$ cat src/rtl/ks_pkg.sv
// ks_pkg - shared types and constants for the Kogge-Stone subtractor.
//   KS_W        operand width (8 only)
//   KS_LEVELS   number of prefix levels, log2(KS_W)
//   gp_t        per-bit generate/propagate vectors
//   sub_flags_t borrow-out, signed overflow and zero flags
package ks_pkg;

    localparam int KS_W      = 8;
    localparam int KS_LEVELS = 3;

    typedef struct packed {
        logic [KS_W-1:0] g;
        logic [KS_W-1:0] p;
    } gp_t;

    typedef struct packed {
        logic bout;
        logic ovf;
        logic zero;
    } sub_flags_t;

endpackage

$ cat src/rtl/ks_prefix_level.sv
// ks_prefix_level - one combinational Kogge-Stone prefix level.
//   SPAN    distance to the lower partner bit (1, 2 or 4)
//   gp_in   group (G, P) pairs from the previous level
//   gp_out  group (G, P) pairs after this level
// Bits below SPAN already cover bit 0 (and therefore the folded carry-in),
// so they pass through. Bits whose partner is one of those are grey cells:
// their G becomes a final carry and their P is no longer needed. The rest
// are black cells that combine both G and P.
module ks_prefix_level
    import ks_pkg::*;
#(
    parameter int SPAN = 1
) (
    input  gp_t gp_in,
    output gp_t gp_out
);

    logic [KS_W-1:0] g_o;
    logic [KS_W-1:0] p_o;

    for (genvar j = 0; j < KS_W; j++) begin : g_bit
        if (j >= SPAN) begin : g_cell
            assign g_o[j] = gp_in.g[j] | (gp_in.p[j] & gp_in.g[j-SPAN]);
            assign p_o[j] = gp_in.p[j] & gp_in.p[j-SPAN];
        end else begin : g_pass
            assign g_o[j] = gp_in.g[j];
            assign p_o[j] = gp_in.p[j];
        end
    end

    always_comb begin
        gp_out.g = g_o;
        gp_out.p = p_o;
    end

endmodule

$ cat src/rtl/ks_sub8_pipe.sv
// ks_sub8_pipe - pipelined 8-bit Kogge-Stone subtractor, d = a - b - bin.
//   clk, rst_n           clock, async active-low reset
//   in_valid, in_ready   operand handshake (a, b, bin)
//   out_valid, out_ready result handshake (d, bout, ovf, zero)
// Stages: S1 captures raw g/p and cin, S2/S3 hold prefix levels 1 and 2,
// OUT holds level 3 plus the sum and flags. Every stage advances on a single
// global enable (no stall), so bubbles are kept rather than compressed.
module ks_sub8_pipe
    import ks_pkg::*;
#(
    parameter int W = KS_W
) (
    input  logic         clk,
    input  logic         rst_n,
    input  logic         in_valid,
    output logic         in_ready,
    input  logic [W-1:0] a,
    input  logic [W-1:0] b,
    input  logic         bin,
    output logic         out_valid,
    input  logic         out_ready,
    output logic [W-1:0] d,
    output logic         bout,
    output logic         ovf,
    output logic         zero
);

    logic       stall;
    logic       en;

    logic       s1_valid, s2_valid, s3_valid, out_valid_q;
    gp_t        s1_gp;
    logic       s1_cin, s2_cin, s3_cin;
    gp_t        s2_gp, s3_gp;
    logic [W-1:0] s2_p, s3_p;

    logic [W-1:0] d_q;
    sub_flags_t   flags_q;

    gp_t        lvl_in  [KS_LEVELS];
    gp_t        lvl_out [KS_LEVELS];

    logic [W-1:0] carry;
    logic [W-1:0] d_next;
    sub_flags_t   flags_next;

    assign stall    = out_valid_q & ~out_ready;
    assign en       = ~stall;
    assign in_ready = en;

    // cin sits at position -1; folding it into bit 0 with a grey cell before
    // level 1 lets three levels (spans 1, 2, 4) resolve every carry.
    always_comb begin
        lvl_in[0].g = {s1_gp.g[W-1:1], s1_gp.g[0] | (s1_gp.p[0] & s1_cin)};
        lvl_in[0].p = s1_gp.p;
    end
    assign lvl_in[1] = s2_gp;
    assign lvl_in[2] = s3_gp;

    for (genvar i = 0; i < KS_LEVELS; i++) begin : g_level
        ks_prefix_level #(.SPAN(1 << i)) u_level (
            .gp_in  (lvl_in[i]),
            .gp_out (lvl_out[i])
        );
    end

    // Final G of bit i is the carry into bit i+1.
    assign carry  = {lvl_out[2].g[W-2:0], s3_cin};
    assign d_next = s3_p ^ carry;

    always_comb begin
        flags_next.bout = ~lvl_out[2].g[W-1];
        flags_next.ovf  = lvl_out[2].g[W-1] ^ lvl_out[2].g[W-2];
        flags_next.zero = (d_next == '0);
    end

    always_ff @(posedge clk or negedge rst_n) begin
        if (!rst_n) begin
            s1_valid    <= 1'b0;
            s2_valid    <= 1'b0;
            s3_valid    <= 1'b0;
            out_valid_q <= 1'b0;
            s1_gp       <= '0;
            s1_cin      <= 1'b0;
            s2_gp       <= '0;
            s2_p        <= '0;
            s2_cin      <= 1'b0;
            s3_gp       <= '0;
            s3_p        <= '0;
            s3_cin      <= 1'b0;
            d_q         <= '0;
            flags_q     <= '0;
        end else if (en) begin
            s1_valid    <= in_valid;
            s2_valid    <= s1_valid;
            s3_valid    <= s2_valid;
            out_valid_q <= s3_valid;
            if (in_valid) begin
                s1_gp.g <= a & ~b;
                s1_gp.p <= a ^ ~b;
                s1_cin  <= ~bin;
            end
            s2_gp  <= lvl_out[0];
            s2_p   <= s1_gp.p;
            s2_cin <= s1_cin;
            s3_gp  <= lvl_out[1];
            s3_p   <= s2_p;
            s3_cin <= s2_cin;
            // Output data only moves with a real result, so it holds otherwise.
            if (s3_valid) begin
                d_q     <= d_next;
                flags_q <= flags_next;
            end
        end
    end

    assign out_valid = out_valid_q;
    assign d         = d_q;
    assign bout      = flags_q.bout;
    assign ovf       = flags_q.ovf;
    assign zero      = flags_q.zero;

endmodule

$ cat config.mk
export PLATFORM = sky130hd
export DESIGN_NAME = ks_sub8_pipe
export DESIGN_NICKNAME = d
export VERILOG_FILES = /design/src/rtl/ks_pkg.sv /design/src/rtl/ks_prefix_level.sv /design/src/rtl/ks_sub8_pipe.sv
export SDC_FILE = /design/constraint.sdc
export NUM_CORES = 1
export LEC_CHECK = 0
export CAP_MARGIN = 20
export CORE_MARGIN = 2
export CORE_UTILIZATION = 56
export DETAILED_ROUTE_END_ITERATION = 12
export PLACE_DENSITY = 0.79
export SKIP_LAST_GASP = 1
export SLEW_MARGIN = 40
export SYNTH_ARGS = -nofsm -noshare
export SYNTH_HDL_FRONTEND = slang
export SYNTH_SLANG_ARGS = --single-unit
$ cat constraint.sdc
create_clock -name clk -period 1.8 [get_ports clk]
set_clock_uncertainty 0.05 [all_clocks]
set_input_delay 0.36 -clock clk [delete_from_list [all_inputs] [get_ports clk]]
set_output_delay 0.36 -clock clk [all_outputs]
set_load 0.01 [all_outputs]
Word level (Yosys, flattened, before mapping):

Index checks and enable logic that the tools add are counted.

* register bits after elaboration: 82
* output and inout bits: 13
* logic and storage cells: 81

* bitwise logic cells: 59
* reductions and logical operators: 3

Operators by type and width (number)
* AND 1 bit: 32
* OR 1 bit: 18
* bitwise XOR 8 bit: 2
* AND 8 bit: 1
* logical NOT 8 bit: 1
* NOT 8 bit: 1
* NOT 1 bit: 4
* AND reduction 2 bit: 2
* bitwise XOR 1 bit: 1

Logic depth before layout (Yosys ltp):

* depth in word-level cells: 4
* mapped depth: 8
* mapped depth without buffers: 5

Cells and area by module:

Synthesis repeated with hierarchy kept, for this count alone.

* cells, all modules: 378
* area total of the unflattened synthesis: 3699.8 sq um

Modules (own cells, without submodules)
* ks_sub8_pipe: times used 1, cells each 330, area an instance 3350.7 sq um, seq. area each 2052.0 sq um
* ks_prefix_level at g_level[2].u_level: times used 1, cells each 16, area an instance 120.1 sq um, seq. area each 0.0 sq um
* ks_prefix_level at g_level[1].u_level: times used 1, cells each 16, area an instance 115.1 sq um, seq. area each 0.0 sq um
* ks_prefix_level at g_level[0].u_level: times used 1, cells each 16, area an instance 113.9 sq um, seq. area each 0.0 sq um

Least setup slack after synthesis:

Ideal clock, no wire load.

* kind: flip-flop to flip-flop
* start point: reg out_valid_q, in the netlist out_valid
* end point: reg s1_gp (netlist bit lvl_in[32])
* setup time: 125 ps
* arrival time: 1318 ps
* data required time: 1625 ps
* setup slack: 308 ps
* cell stages (with the launch flop): 7
* path buffers: 2
* path through: dfrtp_1 > nor2b_4 > buf_6 > clkinv_2 > nand2_4 > buf_4 > mux2_2

* longest elaborated chain between the ends: 3

RTL lines
* start, declared: line ks_sub8_pipe.sv:31 `logic s1_valid, s2_valid, s3_valid, out_valid_q;`
* start signal, assigned: line ks_sub8_pipe.sv:97 `out_valid_q <= s3_valid;`
* AND 1 bit: line ks_sub8_pipe.sv:47 `assign stall = out_valid_q & ~out_ready;`
* NOT 1 bit (no line)
* AND reduction 2 bit (no line)
* end, declared: line ks_sub8_pipe.sv:32 `gp_t s1_gp;`

No other way between the ends.
A chain may end at the register's enable or synchronous reset.

Worst setup path in the final report:

* start point: in out_ready
* end point: out in_ready

* longest elaborated chain between the ends: 3

RTL lines
* start, declared: line ks_sub8_pipe.sv:21 `input logic out_ready,`
* NOT 1 bit: line ks_sub8_pipe.sv:47
* AND 1 bit: line ks_sub8_pipe.sv:47
* NOT 1 bit (no line)
* end, declared: line ks_sub8_pipe.sv:16 `output logic in_ready,`

No other way between the ends.

==> results.tsv <==
stage	metric	value	unit
run_status	status	finished with violations	
run_status	failing checks	negative hold slack	
die	# rows	27	
logic_synthesis	Post-synth EDFFs	0	
routing	Via Count	2145	
die	Die Span X	79.0	µm
layout	number of fill cells	444	
timing	period utilisation layout	0.963	
worst_setup_path	crit path capture type	output port	
logic_synthesis	distinct cell type count after synthesis	25	
logic_synthesis	#FFs+latches synth	76	
worst_setup_path	critical path data arrival time	1.32	ns
layout	Final Cell Area	0.00375	mm²
layout	area grow syn2layout	18.9	%
timing	Fmax	0.577	GHz
cts	Post-CTS Resized	1	
cts	# H-tree levels	3	
logic_synthesis	syn_area_per_cell	10.4	µm²
cts	clock root buffer	clkbuf_8	
layout	diodes inserted	0	
cts	clock tree buffer depth	2	
power_and_ir_drop	Pwr Density	1590	mW/mm²
routing	DR DRC count	0	
placement	Inst Count DP	404	
logic_synthesis	Mapped Cells	303	
cts	Skew-Pair Late Insertion Delay	0.34	ns
cts	Clk pin slew, worst setup/hold paths	0.07	ns
layout	Final Non-Filler Cells	420	
global_route	initial antenna violation count	0	
flow_run	number of max-cap violations	0	
global_route	grt ovf	0	
cts	total CTS buffers	9	
die	IO Count	34	
logic_synthesis	post-synth top area share	0.603	
timing	Hold Slack	-0.0119	ns
logic_synthesis	Syn Std Cell Area	0.00315	mm²
worst_setup_path	CP max FO	3	
routing	final WL	5310	µm
power_and_ir_drop	Tot Pwr	0.00597	W
timing	final hold violations	13	
timing	worst slew pin tran	0.537	ns
layout	nets@finish	372	
power_and_ir_drop	P_leak	1.82	nW
routing	Vias/cell	5.11	
placement	PortBufs	33	
timing	minimum clock period	1.73	ns
placement	DP HPWL	3640	µm
timing	TNS Setup	0	ns
routing	initial DRC count	149	
timing	Final Slew Violations	0	
logic_synthesis	leading post-synthesis cells by cell area	dfrtp_1 (60%), nand2_1 (13%), mux2_2 (6.8%)	
timing	Max-slew headroom	0.642	
die	total die area	0.00624	mm²
global_route	largest net degree at the start of global routing	77	
global_route	first-pass GRT wire length	9340	µm
die	Initial Util	0.576	
power_and_ir_drop	Max IR drop VDD	0.777	mV
timing	RSZ-0062 raised after global routing	no	
placement	placed inst area	0.00357	mm²
worst_setup_path	Startpoint Class	primary input	
cts	clock sinks	76	
cts	number of setup buffers added after CTS	0	
global_route	vias in the first global route	2097	
logic_synthesis	post-synthesis sequential area ratio	0.603	
global_route	GRT Total Usage	0.194	
logic_synthesis	ys async rst share	1.00	
logic_synthesis	dominant cell type by area after synthesis	dfrtp_1	
logic_synthesis	Synth Net Count	332	
placement	RePlAce Congestion	0.780	
logic_synthesis	Main synth FF type	dfrtp_1	
layout	most common cell after layout, fill and taps aside	nand2_1	
logic_synthesis	Yosys Warn Count	0	
layout	most frequent cells in the layout	nand2_1 (109), dfrtp_1 (76), clkdlybuf4s50_1 (31), o21ai_0 (21), mux2_2 (19)	
routing	Final ANT Viol Nets	0	
die	die height	79.0	µm
cts	Post-CTS Hold Buffers	0	
routing	drt pass-1 iters	4	
worst_setup_path	critical setup path kind	primary input to output port	
cts	CTS tree	yes	
timing	Setup Viol. Count Final	0	
layout	layout cells sized above 1	0.138	
routing	Routed WL per cell	12.6	µm
hold_path	Hold Crit Class	primary input to asynchronous set/reset pin	
die	Core ar.	0.00547	mm²
worst_setup_path	Required @ worst endpoint	1.39	ns
==> Yosys cell counts, types with 3 or more instances <==
cell,n
nor2_1,3
a21oi_1,17
buf_2,3
o21ai_0,21
nand2_1,109
buf_6,3
clkbuf_1,6
mux2_2,19
dfrtp_1,76
nand3_1,10
inv_1,8
xnor2_1,8
ha_1,8
==> layout make-up <==
class / count / area, µm² / share of cell area
inverters: 9 / 35.0 / 0.00935
clock buffers: 15 / 176 / 0.0471
repair buffers: 42 / 404 / 0.108
flip-flops and latches: 76 / 1900 / 0.507
well taps: 72 / 90.1 / 0.0240
clock inverters: 1 / 5.00 / 0.00134
multi-input cells: 205 / 1140 / 0.303
==> through the flow <==
stage	util	setup slack [ns]
3_3_place_gp	0.652	-0.154
6_report	0.685	0.0672
4_1_cts	0.685	0.0538
5_1_grt	0.685	0.0115
2_1_floorplan	-	0.308
3_5_place_dp	0.652	-0.167
==> registers in the layout (all words and copies together) (netlist names), 7 cells and up <==
register and flops:
s2_p 7, s3_p 7, d 8, lvl_in 43
==> cell families (layout without fill, tap and decap cells) <==
| family | Yosys count | count (layout) | synth area share |
|---|---|---|---|
| adder cells (fa/ha/maj) | 8 | 8 | 0.0318 |
| AND/OR/NAND/NOR | 129 | 129 | 0.170 |
| multiplexers | 19 | 19 | 0.0679 |
| AO/OA/AOI/OAI | 40 | 40 | 0.0655 |
| XOR/XNOR | 9 | 9 | 0.0250 |
| buffers and inverters | 22 | 67 | 0.0361 |
| flip-flops | 76 | 76 | 0.603 |
==> power by group <==
part	internal (W)	switching [W]
sequential	0.00243	0.000523
combinational	0.000920	0.000912
clock	0.000614	0.000572
total	0.00396	0.00201
==> final timing paths <==
check                                from    endpoint  slack (ns)  cells past startpoint
worst max-delay path            out_ready    in_ready        0.07                      4
worst min-delay path                rst_n     s3_p[1]       -0.01                      2
worst max register to register  out_valid  lvl_in[46]        0.31                      5
worst min register to register    s2_p[6]     s3_p[6]        0.42                      2
max in group asynchronous           rst_n  lvl_in[21]        1.41                      2
min in group clk                  s2_p[6]     s3_p[6]        0.42                      2
==> critical path, stage by stage <==
cell and delay, ns:
clkdlybuf4s50_1 0.44, nor2b_4 0.15, clkinv_2 0.09, dlygate4sd2_1 0.29
==> per-layer routing <==
metal / global-route usage / vias up / part of all wire / routed length, µm
li1: - / 1067 / - / -
met3: 0.0364 / 10 / 0.051 / 273
met1: 0.259 / 1014 / 0.47 / 2470
met2: 0.306 / 54 / 0.47 / 2470
met5: 0 / - / 0 / 0
met4: 0.0983 / 0 / 0.018 / 93
(Power assumes the default switching activity.)
